File: src/rtl/demux_pkg.sv
// Shared types and the round-robin lane picker used by the demux lane deserializer.
package demux_pkg;

   localparam int NUM_LANES = 4;

   typedef logic [1:0] lane_t;

   typedef struct packed {
      logic  found;
      lane_t lane;
   } pick_t;

   // Nearest full lane after last_grant wins; the scan runs farthest-first so the closest overwrites.
   function automatic pick_t rr_pick(input logic [NUM_LANES-1:0] full_vec, input lane_t last_grant);
      pick_t p;
      lane_t cand;
      p = '{found: 1'b0, lane: 2'd0};
      for (int k = NUM_LANES; k >= 1; k--) begin
         cand = last_grant + lane_t'(k);
         if (full_vec[cand]) begin
            p.found = 1'b1;
            p.lane  = cand;
         end
      end
      return p;
   endfunction

endpackage

File: src/rtl/demux_lane_shreg.sv
// One lane's bit assembler: shift register, bit counter and word-complete flag.
module demux_lane_shreg #(
   parameter int WIDTH = 8,
   parameter int CNT_W = $clog2(WIDTH + 1)
) (
   input  logic             clk,
   input  logic             rst,
   input  logic             capture_i,
   input  logic             bit_i,
   input  logic             drain_i,
   output logic [WIDTH-1:0] sh_o,
   output logic             full_o,
   output logic             ovf_o
);

   logic [WIDTH-1:0] sh_q, sh_d;
   logic [CNT_W-1:0] cnt_q, cnt_d;
   logic             full_q, full_d;
   logic             accept;

   // A lane being drained counts as empty, so a same-cycle bit starts the next word.
   assign accept = capture_i && (!full_q || drain_i);

   always_comb begin
      sh_d   = sh_q;
      cnt_d  = cnt_q;
      full_d = full_q && !drain_i;
      if (accept) begin
         sh_d = {sh_q[WIDTH-2:0], bit_i};
         if (cnt_q == CNT_W'(WIDTH - 1)) begin
            cnt_d  = '0;
            full_d = 1'b1;
         end else begin
            cnt_d = cnt_q + CNT_W'(1);
         end
      end
   end

   always_ff @(posedge clk or posedge rst) begin
      if (rst) begin
         sh_q   <= '0;
         cnt_q  <= '0;
         full_q <= 1'b0;
      end else begin
         sh_q   <= sh_d;
         cnt_q  <= cnt_d;
         full_q <= full_d;
      end
   end

   assign sh_o   = sh_q;
   assign full_o = full_q;
   assign ovf_o  = capture_i && full_q && !drain_i;

endmodule

File: src/rtl/demux_lane_deserializer.sv
// Assembles the four demux lane bit streams into words and emits them round-robin on valid/ready.
// Optional DESER_PARITY_EN adds out_parity, the XOR-reduce of each loaded word.
module demux_lane_deserializer
   import demux_pkg::*;
#(
   parameter int WIDTH = 8,
   localparam int CNT_W = $clog2(WIDTH + 1)
) (
   input  logic             clk,
   input  logic             rst,
   input  logic             bit_vld,
   input  logic             in0,
   input  logic             in1,
   input  logic             in2,
   input  logic             in3,
   input  logic             s1,
   input  logic             s0,
   output logic [WIDTH-1:0] out_data,
   output logic [1:0]       out_lane,
   output logic             out_valid,
   input  logic             out_ready,
   output logic [3:0]       overflow,
   input  logic             clr_ovf
`ifdef DESER_PARITY_EN
   ,
   output logic             out_parity
`endif
);

   lane_t                 sel;
   logic [NUM_LANES-1:0]  lane_bits;
   logic [WIDTH-1:0]      sh [NUM_LANES];
   logic [NUM_LANES-1:0]  full_vec;
   logic [NUM_LANES-1:0]  ovf_set;
   logic [NUM_LANES-1:0]  drain;
   pick_t                 pick;
   logic                  load_en;
   logic                  load;

   logic [WIDTH-1:0]      out_data_q, out_data_d;
   lane_t                 out_lane_q, out_lane_d;
   logic                  out_valid_q, out_valid_d;
   lane_t                 last_grant_q, last_grant_d;
   logic [NUM_LANES-1:0]  ovf_q, ovf_d;

   assign sel       = {s1, s0};
   assign lane_bits = {in3, in2, in1, in0};

   generate
      for (genvar gi = 0; gi < NUM_LANES; gi++) begin : g_lane
         demux_lane_shreg #(
            .WIDTH (WIDTH),
            .CNT_W (CNT_W)
         ) u_shreg (
            .clk       (clk),
            .rst       (rst),
            .capture_i (bit_vld && (sel == lane_t'(gi))),
            .bit_i     (lane_bits[gi]),
            .drain_i   (drain[gi]),
            .sh_o      (sh[gi]),
            .full_o    (full_vec[gi]),
            .ovf_o     (ovf_set[gi])
         );
      end
   endgenerate

   always_comb begin
      pick         = rr_pick(full_vec, last_grant_q);
      load_en      = !out_valid_q || out_ready;
      load         = load_en && pick.found;
      drain        = '0;
      out_data_d   = out_data_q;
      out_lane_d   = out_lane_q;
      out_valid_d  = out_valid_q;
      last_grant_d = last_grant_q;
      if (load) begin
         drain[pick.lane] = 1'b1;
         out_data_d       = sh[pick.lane];
         out_lane_d       = pick.lane;
         out_valid_d      = 1'b1;
         last_grant_d     = pick.lane;
      end else if (out_valid_q && out_ready) begin
         out_valid_d = 1'b0;
      end
      // A new drop in the same cycle as a clear leaves its flag set.
      ovf_d = (clr_ovf ? '0 : ovf_q) | ovf_set;
   end

   always_ff @(posedge clk or posedge rst) begin
      if (rst) begin
         out_data_q   <= '0;
         out_lane_q   <= '0;
         out_valid_q  <= 1'b0;
         last_grant_q <= lane_t'(NUM_LANES - 1);
         ovf_q        <= '0;
      end else begin
         out_data_q   <= out_data_d;
         out_lane_q   <= out_lane_d;
         out_valid_q  <= out_valid_d;
         last_grant_q <= last_grant_d;
         ovf_q        <= ovf_d;
      end
   end

   assign out_data  = out_data_q;
   assign out_lane  = out_lane_q;
   assign out_valid = out_valid_q;
   assign overflow  = ovf_q;

`ifdef DESER_PARITY_EN
   logic parity_q;

   always_ff @(posedge clk or posedge rst) begin
      if (rst) begin
         parity_q <= 1'b0;
      end else if (load) begin
         parity_q <= ^sh[pick.lane];
      end
   end

   assign out_parity = parity_q;
`endif

endmodule
File: config.mk
export PLATFORM = sky130hd
export DESIGN_NAME = demux_lane_deserializer
export DESIGN_NICKNAME = d
export VERILOG_FILES = /design/src/rtl/demux_pkg.sv /design/src/rtl/demux_lane_shreg.sv /design/src/rtl/demux_lane_deserializer.sv
export SDC_FILE = /design/constraint.sdc
export NUM_CORES = 1
export LEC_CHECK = 0
export CAP_MARGIN = 20
export CELL_PAD_IN_SITES_DETAIL_PLACEMENT = 1
export CELL_PAD_IN_SITES_GLOBAL_PLACEMENT = 1
export CORE_MARGIN = 5
export CORE_UTILIZATION = 35
export CTS_CLUSTER_DIAMETER = 40
export DETAILED_ROUTE_END_ITERATION = 10
export PLACE_DENSITY_LB_ADDON = 0.05
export SYNTH_ARGS = -nofsm -noshare
export SYNTH_HDL_FRONTEND = slang
export SYNTH_SLANG_ARGS = --single-unit
File: constraint.sdc
create_clock -name clk -period 4.37 [get_ports clk]
set_input_delay 0.6555 -clock clk [delete_from_list [all_inputs] [get_ports clk]]
set_output_delay 0.6555 -clock clk [all_outputs]
set_load 0.05 [all_outputs]
=== After elaboration in Yosys (flattened, before gate mapping) ===
Cells that the tools add are included.

* Reductions and logical operators: 39
* Mux-type cells: 33
* Equality and inequality tests: 7
* Bitwise operators: 2
* Add/sub/neg operators: 7
* $lt $le $gt $ge: 7

{| class="wikitable"
|+ Operator list
! kind !! count
|-
| 2-to-1 mux 4 bit || 6
|-
| logical AND 1 bit || 23
|-
| adder 4 x 1 -> 4 bit (second input constant) || 4
|-
| binary-select mux 8 bit (select 2 bit) || 1
|-
| equality test 4 x 3 -> 1 bit (second input constant) || 4
|-
| 2-to-1 mux 8 bit || 2
|-
| < comparator 2 x 3 -> 1 bit (second input constant) || 5
|-
| 2-to-1 mux 1 bit || 15
|-
| 2-to-1 mux 3 bit || 4
|-
| zero test 1 bit || 9
|-
| binary-select mux 1 bit (select 2 bit) || 4
|-
| logical OR 1 bit || 5
|-
| adder 2 bit (second input constant) || 2
|-
| equality test 2 bit (second input constant) || 2
|-
| OR 4 bit || 1
|-
| greater-or-equal comparator 3 bit (second input constant) || 1
|-
| NOT 2 -> 3 bit || 1
|-
| adder 2 x 1 -> 2 bit (second input constant) || 1
|-
| demux 1 bit (select 2 bit) || 1
|-
| equality test 2 x 1 -> 1 bit (second input constant) || 1
|-
| greater-or-equal comparator 2 x 1 -> 1 bit (second input constant) || 1
|-
| zero test 2 bit || 1
|-
| nonzero test 2 bit || 1
|}

* Input port bits: 11
* Register bits: 69
* Output and inout port bits: 15
* Word-level logic and storage cells: 112

=== Logic depth before layout (Yosys ltp) ===
Gate-level depths: netlist (run 1).

* Depth after elaboration: 15
* Depth in mapped cells: 7
* Mapped depth without buffers: 5

=== Hierarchy ===
A second synthesis (run 1) with hierarchy kept.

* Cell total of the unflattened synthesis: 267
* Area, all modules: 3249.4 um^2

{| class="wikitable"
|+ Modules (own cells, without submodules)
! module !! area an instance (um^2) !! sequential area each (um^2) !! instances !! cells each
|-
| demux_lane_shreg || 549.3 || 325.3 || 4 || 38
|-
| demux_lane_deserializer || 1052.3 || 427.9 || 1 || 115
|}

=== Worst setup path before layout (run 1) ===
OpenSTA, ideal clock, no wires.

* Kind: reg2reg
* Start point: register last_grant_q[0]
* End point: register out_data_q[0], in the netlist out_data[0]
* Setup slack: 2.166 ns
* Required time: 4.244 ns
* Arrival time: 2.078 ns
* Stages on the path, launching flop included: 7
* Path buffers: 1
* Period minus slack after synthesis: 2.204 ns
* Setup time: 0.126 ns
* Cell sequence: dfstp_2 -> nor2b_1 -> o21a_1 -> nor3_2 -> buf_2 -> mux2_2 -> a221o_1

* Word-level cells in the longest chain between the ends: 10
* Elaborated cells between the ends (all ways): 20
* Classes of those cells: 3 x add/sub; 15 x mux; 1 x bitwise; 1 x reduce/logical

{| class="wikitable"
|+ RTL lines
! element !! line !! RTL
|-
| start, declared || demux_lane_deserializer.sv:43 || <nowiki>lane_t last_grant_q, last_grant_d;</nowiki>
|-
| start signal, assigned || demux_lane_deserializer.sv:94 || <nowiki>last_grant_q <= lane_t'(NUM_LANES - 1);</nowiki>
|-
| start signal, assigned || demux_lane_deserializer.sv:100 || <nowiki>last_grant_q <= last_grant_d;</nowiki>
|-
| adder 2 bit or binary-select mux 1 bit (select 2 bit) (tied branches) || demux_pkg.sv:19, demux_pkg.sv:20 ||
|-
| binary-select mux 1 bit (select 2 bit) or 2-to-1 mux 1 bit (tied branches) || demux_pkg.sv:20 || <nowiki>if (full_vec[cand]) begin</nowiki>
|-
| 2-to-1 mux 1 bit (implied by the code) or 2-to-1 mux 3 bit (tied branches) || demux_pkg.sv:20 ||
|-
| 2-to-1 mux 3 bit (2 in series) || demux_pkg.sv:20 ||
|-
| 2-to-1 mux 3 bit * || demux_pkg.sv:20 ||
|-
| NOT 2 -> 3 bit (implied by the code) || demux_lane_deserializer.sv:78 || <nowiki>out_data_d = sh[pick.lane];</nowiki>
|-
| binary-select mux 8 bit (select 2 bit) || demux_lane_deserializer.sv:78 ||
|-
| 2-to-1 mux 8 bit (implied by the code) (2 in series) || demux_lane_deserializer.sv:78 ||
|-
| end signal, assigned || demux_lane_deserializer.sv:97 || <nowiki>out_data_q <= out_data_d;</nowiki>
|-
| end, declared || demux_lane_deserializer.sv:40 || <nowiki>logic [WIDTH-1:0] out_data_q, out_data_d;</nowiki>
|}

Mark *: on every way between the ends. The rest lies on a longest branch, timed or not. The select of a mux whose other input is x is not followed.
A chain may end at the register's enable or synchronous reset.

=== Final worst setup path (run 1) ===
* Start point: register g_lane[3].u_shreg.full_q
* End point: register g_lane[2].u_shreg.sh_q[3]

* Word-level cells in the longest chain between the ends: 13
* Elaborated cells between the ends (all ways): 21
* Classes of those cells: 2 x order compare; 15 x mux; 4 x reduce/logical

{| class="wikitable"
|+ RTL lines
! element !! line !! RTL
|-
| start, declared || demux_lane_shreg.sv:18 || <nowiki>logic full_q, full_d;</nowiki>
|-
| start signal, assigned || demux_lane_shreg.sv:47 || <nowiki>full_q <= full_d;</nowiki>
|-
| binary-select mux 1 bit (select 2 bit) || demux_pkg.sv:20 ||
|-
| 2-to-1 mux 1 bit (implied by the code) || demux_pkg.sv:20 ||
|-
| 2-to-1 mux 3 bit (3 in series) || demux_pkg.sv:20 ||
|-
| 2-to-1 mux 3 bit * || demux_pkg.sv:20 ||
|-
| < comparator 2 x 3 -> 1 bit (implied by the code) or greater-or-equal comparator 2 x 1 -> 1 bit (tied branches) || demux_lane_deserializer.sv:77 || <nowiki>drain[pick.lane] = 1'b1;</nowiki>
|-
| logical AND 1 bit (implied by the code) || demux_lane_deserializer.sv:77 ||
|-
| 2-to-1 mux 1 bit (implied by the code) || demux_lane_deserializer.sv:77 ||
|-
| demux 1 bit (select 2 bit) || demux_lane_deserializer.sv:77 ||
|-
| 2-to-1 mux 4 bit * || demux_lane_deserializer.sv:76 || <nowiki>if (load) begin</nowiki>
|-
| logical OR 1 bit * || demux_lane_shreg.sv:22 || <nowiki>assign accept = capture_i && (!full_q || drain_i);</nowiki>
|-
| logical AND 1 bit * || demux_lane_shreg.sv:22 ||
|-
| end signal, assigned || demux_lane_shreg.sv:41 || <nowiki>sh_q <= '0;</nowiki>
|-
| end signal, assigned || demux_lane_shreg.sv:45 || <nowiki>sh_q <= sh_d;</nowiki>
|-
| end, declared || demux_lane_shreg.sv:16 || <nowiki>logic [WIDTH-1:0] sh_q, sh_d;</nowiki>
|}

Marks and branches as above.

==> metrics.md, run 1 <==
| Metric | Value |
|---|---|
| Residual DRC count | 0 |
| Worst setup slack before clock tree synthesis | between 1.5 and 2 ns |
| Detailed-route vias per instance | 5.182 |
| Largest clock skew in the final design | 0.01239 ns |
| Cell internal power dissipation | roughly 1.8 mW |
| Floorplan die height | 107.6 um |
| Main flop type after synthesis | sky130_fd_sc_hd__dfrtp_1 |
| Final Hold Violating Endpoints | 0 |
| Slew @ Worst Pin | 0.7128 ns |
| Combinational fraction of design power | 44.8% |
| Post-CTS repair timing setup buffer count | 0 |
| Number of storage elements in the synthesis netlist | just under 70 |
| Worst rel slew slack | 52.16% |
| Type of destination of the critical path | flop |
| Post-synth top area share | between 50% and 60% |
| Clock power frac | about 16% |
| Final Critical Period | 2.743 ns |
| Final sum of negative setup slack | 0 ns |
| Number of max-capacitance violations reported | 0 |
| Fin. max-slew vios | 0 |
| Arrival time at the worst endpoint | between 2 and 3 ns |
| Final layout net count | 320 |
| Crit start category | flop |
| Chip Width | between 100 and 150 um |
| Insertion delay of the later-clocked pin in the worst-skew pair | between 0.3 and 0.4 ns |
| Post-DP HPWL | 5.370 mm |
| RSZ-0062 raised after global routing | false |
| Number of primary I/O pins | 26 |
| Via count | ~2300 |
| Growth of design area from synthesis to finish | 17.05% |
| Total GRT Usage | 14.26% |
| Placement row count | 35 |
| Count of distinct cell types in the synthesized netlist | 45 |
| Clock root buffer master | sky130_fd_sc_hd__clkbuf_8 |
| Power per unit of standard cell area | 777.1 mW/mm^2 |
| Overall routed net length | 7.390 mm |
| Post-synthesis instance total | 275 |
| Switching power as a share of total power | 40.88% |
| Number of nets produced by synthesis | slightly below 300 |
| Critical Setup Path Class | flop to flop |
| Post-synth design cell area | between 0.003 and 0.004 mm^2 |
| Post-detailed-route wirelength per cell | 16.83 um |
| Number of input and output port buffers inserted | 25 |
| Required time of the worst setup path | 4.60 ns |
| Sequential cell fraction of total power | 38.8% |
| Ys async rst share | 100.0% |
| Top cells by area, synth | sky130_fd_sc_hd__dfrtp_1 50%, sky130_fd_sc_hd__mux2_2 16%, sky130_fd_sc_hd__o31ai_1 2.7% |
| Initial antenna violation count | 0 |
| Clock tree from TritonCTS | built |
| Area of the die | 0.01157 mm^2 |
| Final ANT Viol Nets | 0 |
| Number of setup violations in the final report | 0 |
| First-pass GRT wire length | around 13 mm |
| Max clock buf depth | 2 |
| Maximum achievable frequency | 364.6 MHz |
| Post-cts hold buffer count | 0 |
| Outcome | completed |
| Peak ir drop on the vdd network | 0.0003623 V |
| Seq/Total Area, Yosys | 51.90% |
| H-tree Lvls | 3 |
| Max FO, Critical Path | 12 |
| Cts bufs inserted | 9 |
| Share of layout cells above drive strength 1 | 26.13% |
| Floorplan Core Area | 0.009240 mm^2 |
| Leading cell types in the layout, fill and taps excluded | 67 x sky130_fd_sc_hd__dfrtp_1, 47 x sky130_fd_sc_hd__mux2_2, 25 x sky130_fd_sc_hd__clkdlybuf4s50_1 |
| Most area-hungry cell type in the Yosys netlist | sky130_fd_sc_hd__dfrtp_1 |
| Number of resized instances in the post-cts repair step | 0 |
| Most frequent standard cell in the layout excluding fill and tap cells | sky130_fd_sc_hd__dfrtp_1 |
| Initial cell density of the core | 36.06% |
| Leakage power | 1.648 nW |
| Sw Pwr | 1.239 mW |
| ANT cells | 0 |
| Via count of the first global-routing pass | 2439 |
| Average cell area after synthesis | ~12 um^2 |
| Hold/Removal Path Class | flop to flop |
| Pre-Repair DR Iteration Count | 4 |
| Maximum number of pins on one net before global-route repair | 33 |
| Syn. warnings | 0 |
| Crit share post-route | 62.76% |
| Residual overflow from global routing | 0 |
| Post-layout worst setup margin | 1.627 ns |
| CTS sink cnt | 69 |
| Starting DRT DRC Count | 65 |
| Clock transition at path regs | 0.08 ns |
| Gp weighted congestion | slightly below 0.8 |
| Number of flops mapped to enable cells by yosys | 0 |
[cells in the mapped netlist, drive strengths merged (6+ instances only)]
master and number:
nand4 10, nor2 12, o31ai 12, inv 12, dfrtp 67, a21oi 19
buf 8, a221o 8, nand2 10, mux2 48, nor3 6, o21ai 9
[kinds of logic (layout without fill, tap and decap cells)]
| logic type | count (synthesis) | count (layout) | synth area share, % |
|---|---|---|---|
| buffers and inverters | 23 | 58 | 3.304 |
| and+or+nand+nor | 60 | 60 | 10.03 |
| muxes | 52 | 52 | 17.42 |
| DFF | 69 | 69 | 51.90 |
| AOI/OAI and AO/OA | 63 | 63 | 14.80 |
| xor gates and xnor gates | 4 | 4 | 1.052 |
| adders and majority gates | 4 | 4 | 1.502 |
[per-layer routing]
metal  wire length [um]  global-route usage, %  vias up
li1                   -                      -     1087
met1               3519                  18.89     1140
met2               3472                  22.38       39
met3                309                  4.919        9
met4                 89                  3.517        0
met5                  0                      0        -
[flip-flops by register name, indices dropped and copies added (netlist names)]
name	flops
g_lane.u_shreg.cnt_q	16
g_lane.u_shreg.full_o	4
g_lane.u_shreg.sh_o	32
last_grant_q	2
out_data	8
out_lane	2
out_valid	1
overflow	4
[path summary, 6_finish.rpt]
path	from	to	slack, ns	depth (start not counted)
max	g_lane[3].u_shreg.full_o	g_lane[2].u_shreg.sh_o[3]	1.63	6
min reg2reg	out_lane[1]	out_lane[1]	0.50	1
max in group asynchronous	rst	last_grant_q[1]	2.79	3
min	out_lane[1]	out_lane[1]	0.50	1
max reg2reg	g_lane[3].u_shreg.full_o	g_lane[2].u_shreg.sh_o[3]	1.63	6
min in group asynchronous	rst	out_lane[1]	0.73	2
[worst max-delay path, stage by stage, from the launching register on]
cell                      delay (ns)
sky130_fd_sc_hd__dfrtp_1        0.58
sky130_fd_sc_hd__nor2b_1        0.34
sky130_fd_sc_hd__o21a_1         0.44
sky130_fd_sc_hd__nor3_2         0.15
sky130_fd_sc_hd__buf_4          0.22
sky130_fd_sc_hd__a21oi_2        0.51
sky130_fd_sc_hd__mux2_2         0.40
[power by group through the flow]
| stage | Combinational, mW | Sequential [mW] | Clock, mW |
|---|---|---|---|
| after global placement | 1.36 | 1.19 | 0 |
| after floorplan | 0.954 | 1.23 | 0 |
| final | 1.36 | 1.18 | 0.497 |
| after global routing | 1.50 | 1.22 | 0.553 |
| after CTS | 1.39 | 1.18 | 0.523 |
| after detailed placement | 1.38 | 1.19 | 0 |
[per-stage QoR]
| stage | area, um^2 | utilization (%) | cells | hold slack, ns | power, mW |
|---|---|---|---|---|---|
| global route | 3900 | 42.21 | 439 | 0.5102 | 3.274 |
| detailed placement | 3716 | 40.22 | 423 | 0.4743 | 2.568 |
| floorplan | 3332 | - | 275 | 0.4624 | 2.189 |
| finish | 3900 | 42.21 | 439 | 0.4959 | 3.031 |
| global placement | 3716 | 40.22 | 423 | 0.4789 | 2.552 |
| CTS | 3900 | 42.21 | 439 | 0.4992 | 3.091 |
[cell type report]
class | count | area (um^2)
clock inverters | 4 | 48.80
flip-flops and latches | 69 | 1729
inverters | 12 | 45.04
multi-input cells | 183 | 1493
repair buffers | 30 | 287.8
well taps | 129 | 161.4
fillers | 1014 | 5340
clock buffers | 12 | 135.1
(Power assumes the default switching activity.)
==> run 2, diff against run 1 <==
Clock period 4.37 ns to 2.34 ns, I/O delays scaled along.
==> run 2 against run 1 <==
Effect of this change: critical path depth did not move; clock power rose by 100%; register-to-register slack got worse by 1.6 ns; sequential cell count did not move; total power rose by 97%; clock skew fell by 0.0020 ns; worst hold slack got worse by 0.11 ns; fmax rose by 21%; global-route usage rose by 0.20 points; routed wire length rose by 2.7%; critical path type unchanged; largest power group unchanged.
==> metrics.md, run 2 (synthesis results as in run 1) <==
| Metric | Value |
|---|---|
| Outcome | completed |
| Required time of the worst setup path | between 2 and 3 ns |
| Number of primary I/O pins | 26 |
| Hold/Removal Path Class | input pin to async pin |
| Post-detailed-route wirelength per cell | roughly 17 um |
| Design area | 0.004113 mm^2 |
| Residual overflow from global routing | 0 |
| Number of filler instances in the final layout | roughly 1000 |
| Maximum achievable frequency | 439.5 MHz |
| Starting DRT DRC Count | 66 |
| H-tree Lvls | 3 |
| Clock tree from TritonCTS | built |
| RSZ-0062 raised after global routing | true |
| Cts bufs inserted | 9 |
| Final layout net count | roughly 340 |
| Crit start category | flop |
| Gp weighted congestion | between 0.7 and 0.8 |
| Critical Setup Path Class | flop to flop |
| Growth of design area from synthesis to finish | 23.43% |
| Number of setup violations in the final report | 0 |
| CTS sink cnt | 69 |
| Via count | 2400 |
| Overall routed net length | 7.591 mm |
| Fin. max-slew vios | 0 |
| Most frequent standard cell in the layout excluding fill and tap cells | sky130_fd_sc_hd__dfrtp_1 |
| ANT cells | 0 |
| Max clock buf depth | 2 |
| Clock transition at path regs | 0.08 ns |
| Placement Cell Area | 0.003891 mm^2 |
| Post-DP HPWL | 5.339 mm |
| Leading cell types in the layout, fill and taps excluded | 67 x sky130_fd_sc_hd__dfrtp_1, 47 x sky130_fd_sc_hd__mux2_2, 25 x sky130_fd_sc_hd__clkdlybuf4s50_1 |
| Crit share post-route | a little over nine tenths |
| Final ANT Viol Nets | 0 |
| Multi-input gate area | 0.001496 mm^2 |
| Pre-Repair DR Iteration Count | 4 |
| Arrival time at the worst endpoint | 2.51 ns |
| Final Hold Violating Endpoints | 0 |
| Peak ir drop on the vdd network | around 0.00057 V |
| Power per unit of standard cell area | between 1000 and 1500 mW/mm^2 |
| Insertion delay of the later-clocked pin in the worst-skew pair | between 0.3 and 0.4 ns |
| Residual DRC count | 0 |
| Cell depth of the worst flop-to-flop path | 6 |
| Launching point of the worst reg2reg path | g_lane[1].u_shreg.full_o |
| Detailed-route vias per instance | about 5.2 |
| Worst rel slew slack | a little over half |
| Clock root buffer master | sky130_fd_sc_hd__clkbuf_8 |
| PnR Total Power | 5.972 mW |
| Initial cell density of the core | 36.06% |
| Largest register FFs | 32 |
| Area taken by flip-flops and latches | 0.001729 mm^2 |
| Share of layout cells above drive strength 1 | between 30% and 40% |
| Area of the die | 0.01157 mm^2 |
| First-pass GRT wire length | approximately 13 mm |
| Number of max-capacitance violations reported | 0 |
| Max FO, Critical Path | 8 |
| Initial antenna violation count | 0 |
| Final Critical Period | 2.276 ns |
| Type of destination of the critical path | flop |
| Number of input and output port buffers inserted | 25 |
| Worst setup slack for register-to-register paths | 0.06 ns |
| Largest clock skew in the final design | 0.01043 ns |
| Maximum number of pins on one net before global-route repair | 70 |
| End of the worst register-to-register path | out_data[4] |
| Placement row count | 35 |
| Leakage power | ~1.8 nW |
| Chip Width | roughly 110 um |
| Via count of the first global-routing pass | approximately 2600 |
| Total GRT Usage | approximately 14% |
| Floorplan die height | 107.6 um |
| Floorplan Core Area | 0.009240 mm^2 |
| Slew @ Worst Pin | slightly below 0.7 ns |
==> run 2: cell count changes in the layout (fill, tap and decap cells not counted), sizes merged <==
cell,delta
buf,+21
clkbuf,-3
clkinv,+1
clkinvlp,+1
inv,+1
==> run 2: worst max-delay path, cell delays in order, from the launching register on <==
cell and delay, ns:
sky130_fd_sc_hd__dfrtp_1 0.47, sky130_fd_sc_hd__nor2b_1 0.19, sky130_fd_sc_hd__o21a_1 0.22, sky130_fd_sc_hd__nor3_2 0.37, sky130_fd_sc_hd__buf_4 0.24, sky130_fd_sc_hd__mux2_2 0.35, sky130_fd_sc_hd__a221o_1 0.33
==> run 2: timing repair <==
action | CTS | global route
buffers inserted | 0 | 1
setup endpoints to repair | 0 | 43
resized for setup | 0 | 1
hold endpoints to repair | 0 | 0
hold buffers | 0 | 0
==> run 2: worst max path at each step <==
| stage | startpoint | to | slack (ns) | depth (start not counted) |
|---|---|---|---|---|
| after floorplan | last_grant_q[0] | out_data[0] | 0.14 | 6 |
| after global placement | g_lane[1].u_shreg.full_o | out_data[2] | -0.02 | 6 |
| after detailed placement | g_lane[1].u_shreg.full_o | out_data[4] | 0.03 | 6 |
| after CTS | g_lane[1].u_shreg.full_o | out_data[4] | 0.007 | 6 |
| after global routing | g_lane[1].u_shreg.full_o | out_data[1] | -0.07 | 6 |
| final | g_lane[1].u_shreg.full_o | out_data[4] | 0.06 | 6 |
==> run 2: cell type report <==
type | instances | area share, %
timing repair buffer | 51 | 11.74
multi-input combinational | 183 | 36.39
tap | 129 | 3.925
inverter | 12 | 1.095
clock buffer | 9 | 3.012
sequential | 69 | 42.04
clock inverter | 7 | 1.795
==> run 2: layer usage <==
| layer | GRT usage, % | share of wire (%) | vias up |
|---|---|---|---|
| met5 | 0 | 0 | - |
| met4 | 5.681 | 1.2 | 0 |
| met3 | 3.599 | 3.8 | 8 |
| li1 | - | - | 1134 |
| met1 | 18.98 | 48 | 1218 |
| met2 | 22.87 | 47 | 40 |
==> run 2: metrics by stage <==
step                instances  hold slack, ns  util [%]  setup TNS (ns)  setup slack [ns]
detailed placement        443          0.4670     42.11               0           0.02789
CTS                       459          0.3940     44.25               0          0.006531
floorplan                 275          0.4500         -               0            0.1363
global placement          443          0.4721     42.11         -0.1129          -0.02247
global route              460          0.4114     44.51         -0.2904          -0.06616
finish                    460          0.3883     44.51               0           0.06445
==> run 2: where the power goes <==
part | internal, mW | total (mW) | leakage, nW | switching, mW
logic | 1.31 | 2.83 | 0.804 | 1.52
registers | 1.74 | 2.15 | 0.864 | 0.411
clock network | 0.496 | 0.993 | 0.0996 | 0.497
total | 3.55 | 5.97 | 1.77 | 2.43
==> RTL change, RTL diff (flow settings as in run 2) <==
Put one more register stage on the output `overflow`, cleared by the reset. The value now appears one clock later. The other outputs are not delayed to match.
--- a/src/rtl/demux_lane_deserializer.sv
+++ b/src/rtl/demux_lane_deserializer.sv
@@ -107,3 +107,9 @@
    assign out_valid = out_valid_q;
-   assign overflow  = ovf_q;
+   always_ff @(posedge clk or posedge rst) begin
+      if (rst) begin
+         overflow <= '0;
+      end else begin
+         overflow <= ovf_q;
+      end
+   end
 
Check against the original RTL: same outputs for any inputs over 10 cycles, from zero or initial values and one cycle with rst high; that may be too few to reach the edited logic, so the function may still have changed.
==> RTL change against run 2 <==
  * First-iteration DRC count fell by 45%
  * Worst hold slack lost 0.052 ns
  * Synthesized area is 3.8% higher
  * Non-clock buffer count decreased by 5
  * Routed wire length grew 6.2%
  * Design area rose by 3.1%
  * Combinational power down 2%
  * Sequential cell count is 4 higher
  * Count of clock-buffer cells in the layout grew 3
  * Total power rose by 2.7%
  * Largest cell class unchanged
  * Fmax increased by 3.6%
  * Worst setup slack gained 0.078 ns
  * Critical path depth down 2
==> RTL change: results (changes against run 2) <==
metric,value,unit,change
status,completed,,unchanged
final_net_count,345,,was 341
p_leak,1.81,nW,was 1.77 nW
drive_gt1_share,29.6,%,was 32.0%
slowest_delay,0.57,ns,was 0.47 ns
timing.slew.headroom,53.4,%,was 54.5%
async_flop_share,100,%,unchanged
synth_commonest_cells,"71 x dfrtp_1, 48 x mux2_2, 22 x nand2_1",,"was 67 x dfrtp_1, 47 x mux2_2, 16 x a21oi_1"
synth_cell_types,41,,was 45
placed_cells,451,,was 443
place_congestion,0.687,,was 0.720
crit_slowest_cell,or4_4,,was dfrtp_1
post-place-ws,0.0706,ns,was 0.0279 ns
yosysSeqAreaShare,52.9,%,was 51.9%
syn_area_per_cell,12.2,µm²,was 12.1 µm²
ir_worst_vdd,0.000557,V,was 0.000573 V
root_buffer,clkbuf_8,,unchanged
detail_route.iter0.violations,36,,was 66
grt_pass1_vias,2632,,was 2575
wire_per_inst,17.3,µm,was 16.5 µm
grt_start_max_net_pins,27,,was 70
grt_usage,15.1,%,was 14.5%
fin_skew,0.00830,ns,was 0.0104 ns
synth.area.top_cells,"dfrtp_1 51%, mux2_2 16%, mux2i_1 3.5%",,"was dfrtp_1 50%, mux2_2 16%, o31ai_1 2.7%"
cp_max_fo,10,,was 8
fin_cells,467,,was 460
grt_pass1_wl,13600,µm,was 13000 µm
dpl_cell_area,0.00401,mm²,was 0.00389 mm²
dp_hpwl,5780,µm,was 5340 µm
syn_nets,299,,was 290
worstPathArrival,2.43,ns,was 2.51 ns
==> RTL change: cell types whose count changed after synthesis, sizes merged, moves of 3 or more <==
cell	delta
a221o	-8
nand2	+12
dfrtp	+4
a21o	-3
nand3	+13
o31ai	-9
a21oi	-10
mux2i	+8
o211ai	+8
nand4	-5
==> RTL change: per-layer routing <==
layer / routed length (µm) / global-route usage (%)
met3: 257 / 4.05
met1: 3880 / 19.5
met2: 3810 / 24.6
met5: 0 / 0
met4: 106 / 5.08
==> RTL change: repair_timing <==
| item | in CTS | in global routing |
|---|---|---|
| resized for setup | 0 | 1 |
| buffers inserted | 0 | 1 |
| setup endpoints to repair | 0 | 10 |
==> RTL change: cells by family after synthesis <==
group | synth area share (%)
xor gates and xnor gates | 1.01
buffers and inverters | 3.33
DFF | 52.9
muxes | 19.1
adders and majority gates | 1.45
and+or+nand+nor | 11.7
AOI/OAI and AO/OA | 10.5
==> RTL change: path summary, 6_finish.rpt <==
check	from	end	slack (ns)	depth (start not counted)
setup / recovery	g_lane[1].u_shreg.full_o	g_lane[0].u_shreg.sh_o[4]	0.14	4
setup reg to reg	g_lane[1].u_shreg.full_o	g_lane[0].u_shreg.sh_o[4]	0.14	4
hold / removal	rst	out_data[0]	0.34	2
max in group asynchronous	rst	out_data[5]	1.40	3
hold reg to reg	ovf_q[2]	overflow[2]	0.38	0
min in group clk	ovf_q[2]	overflow[2]	0.38	0
==> RTL change: final cells by class <==
type	instances	area, µm²
clock buffer	12	145
clock inverter	3	65.1
fill	1057	5440
inverter	13	48.8
multi-input combinational	187	1520
sequential	73	1830
tap	133	166
timing repair buffer	46	470
==> RTL change: power by group <==
part | total [mW] | switching (mW) | internal [mW]
Combinational | 2.78 | 1.56 | 1.22
Clock | 1.10 | 0.479 | 0.624
Sequential | 2.25 | 0.436 | 1.82
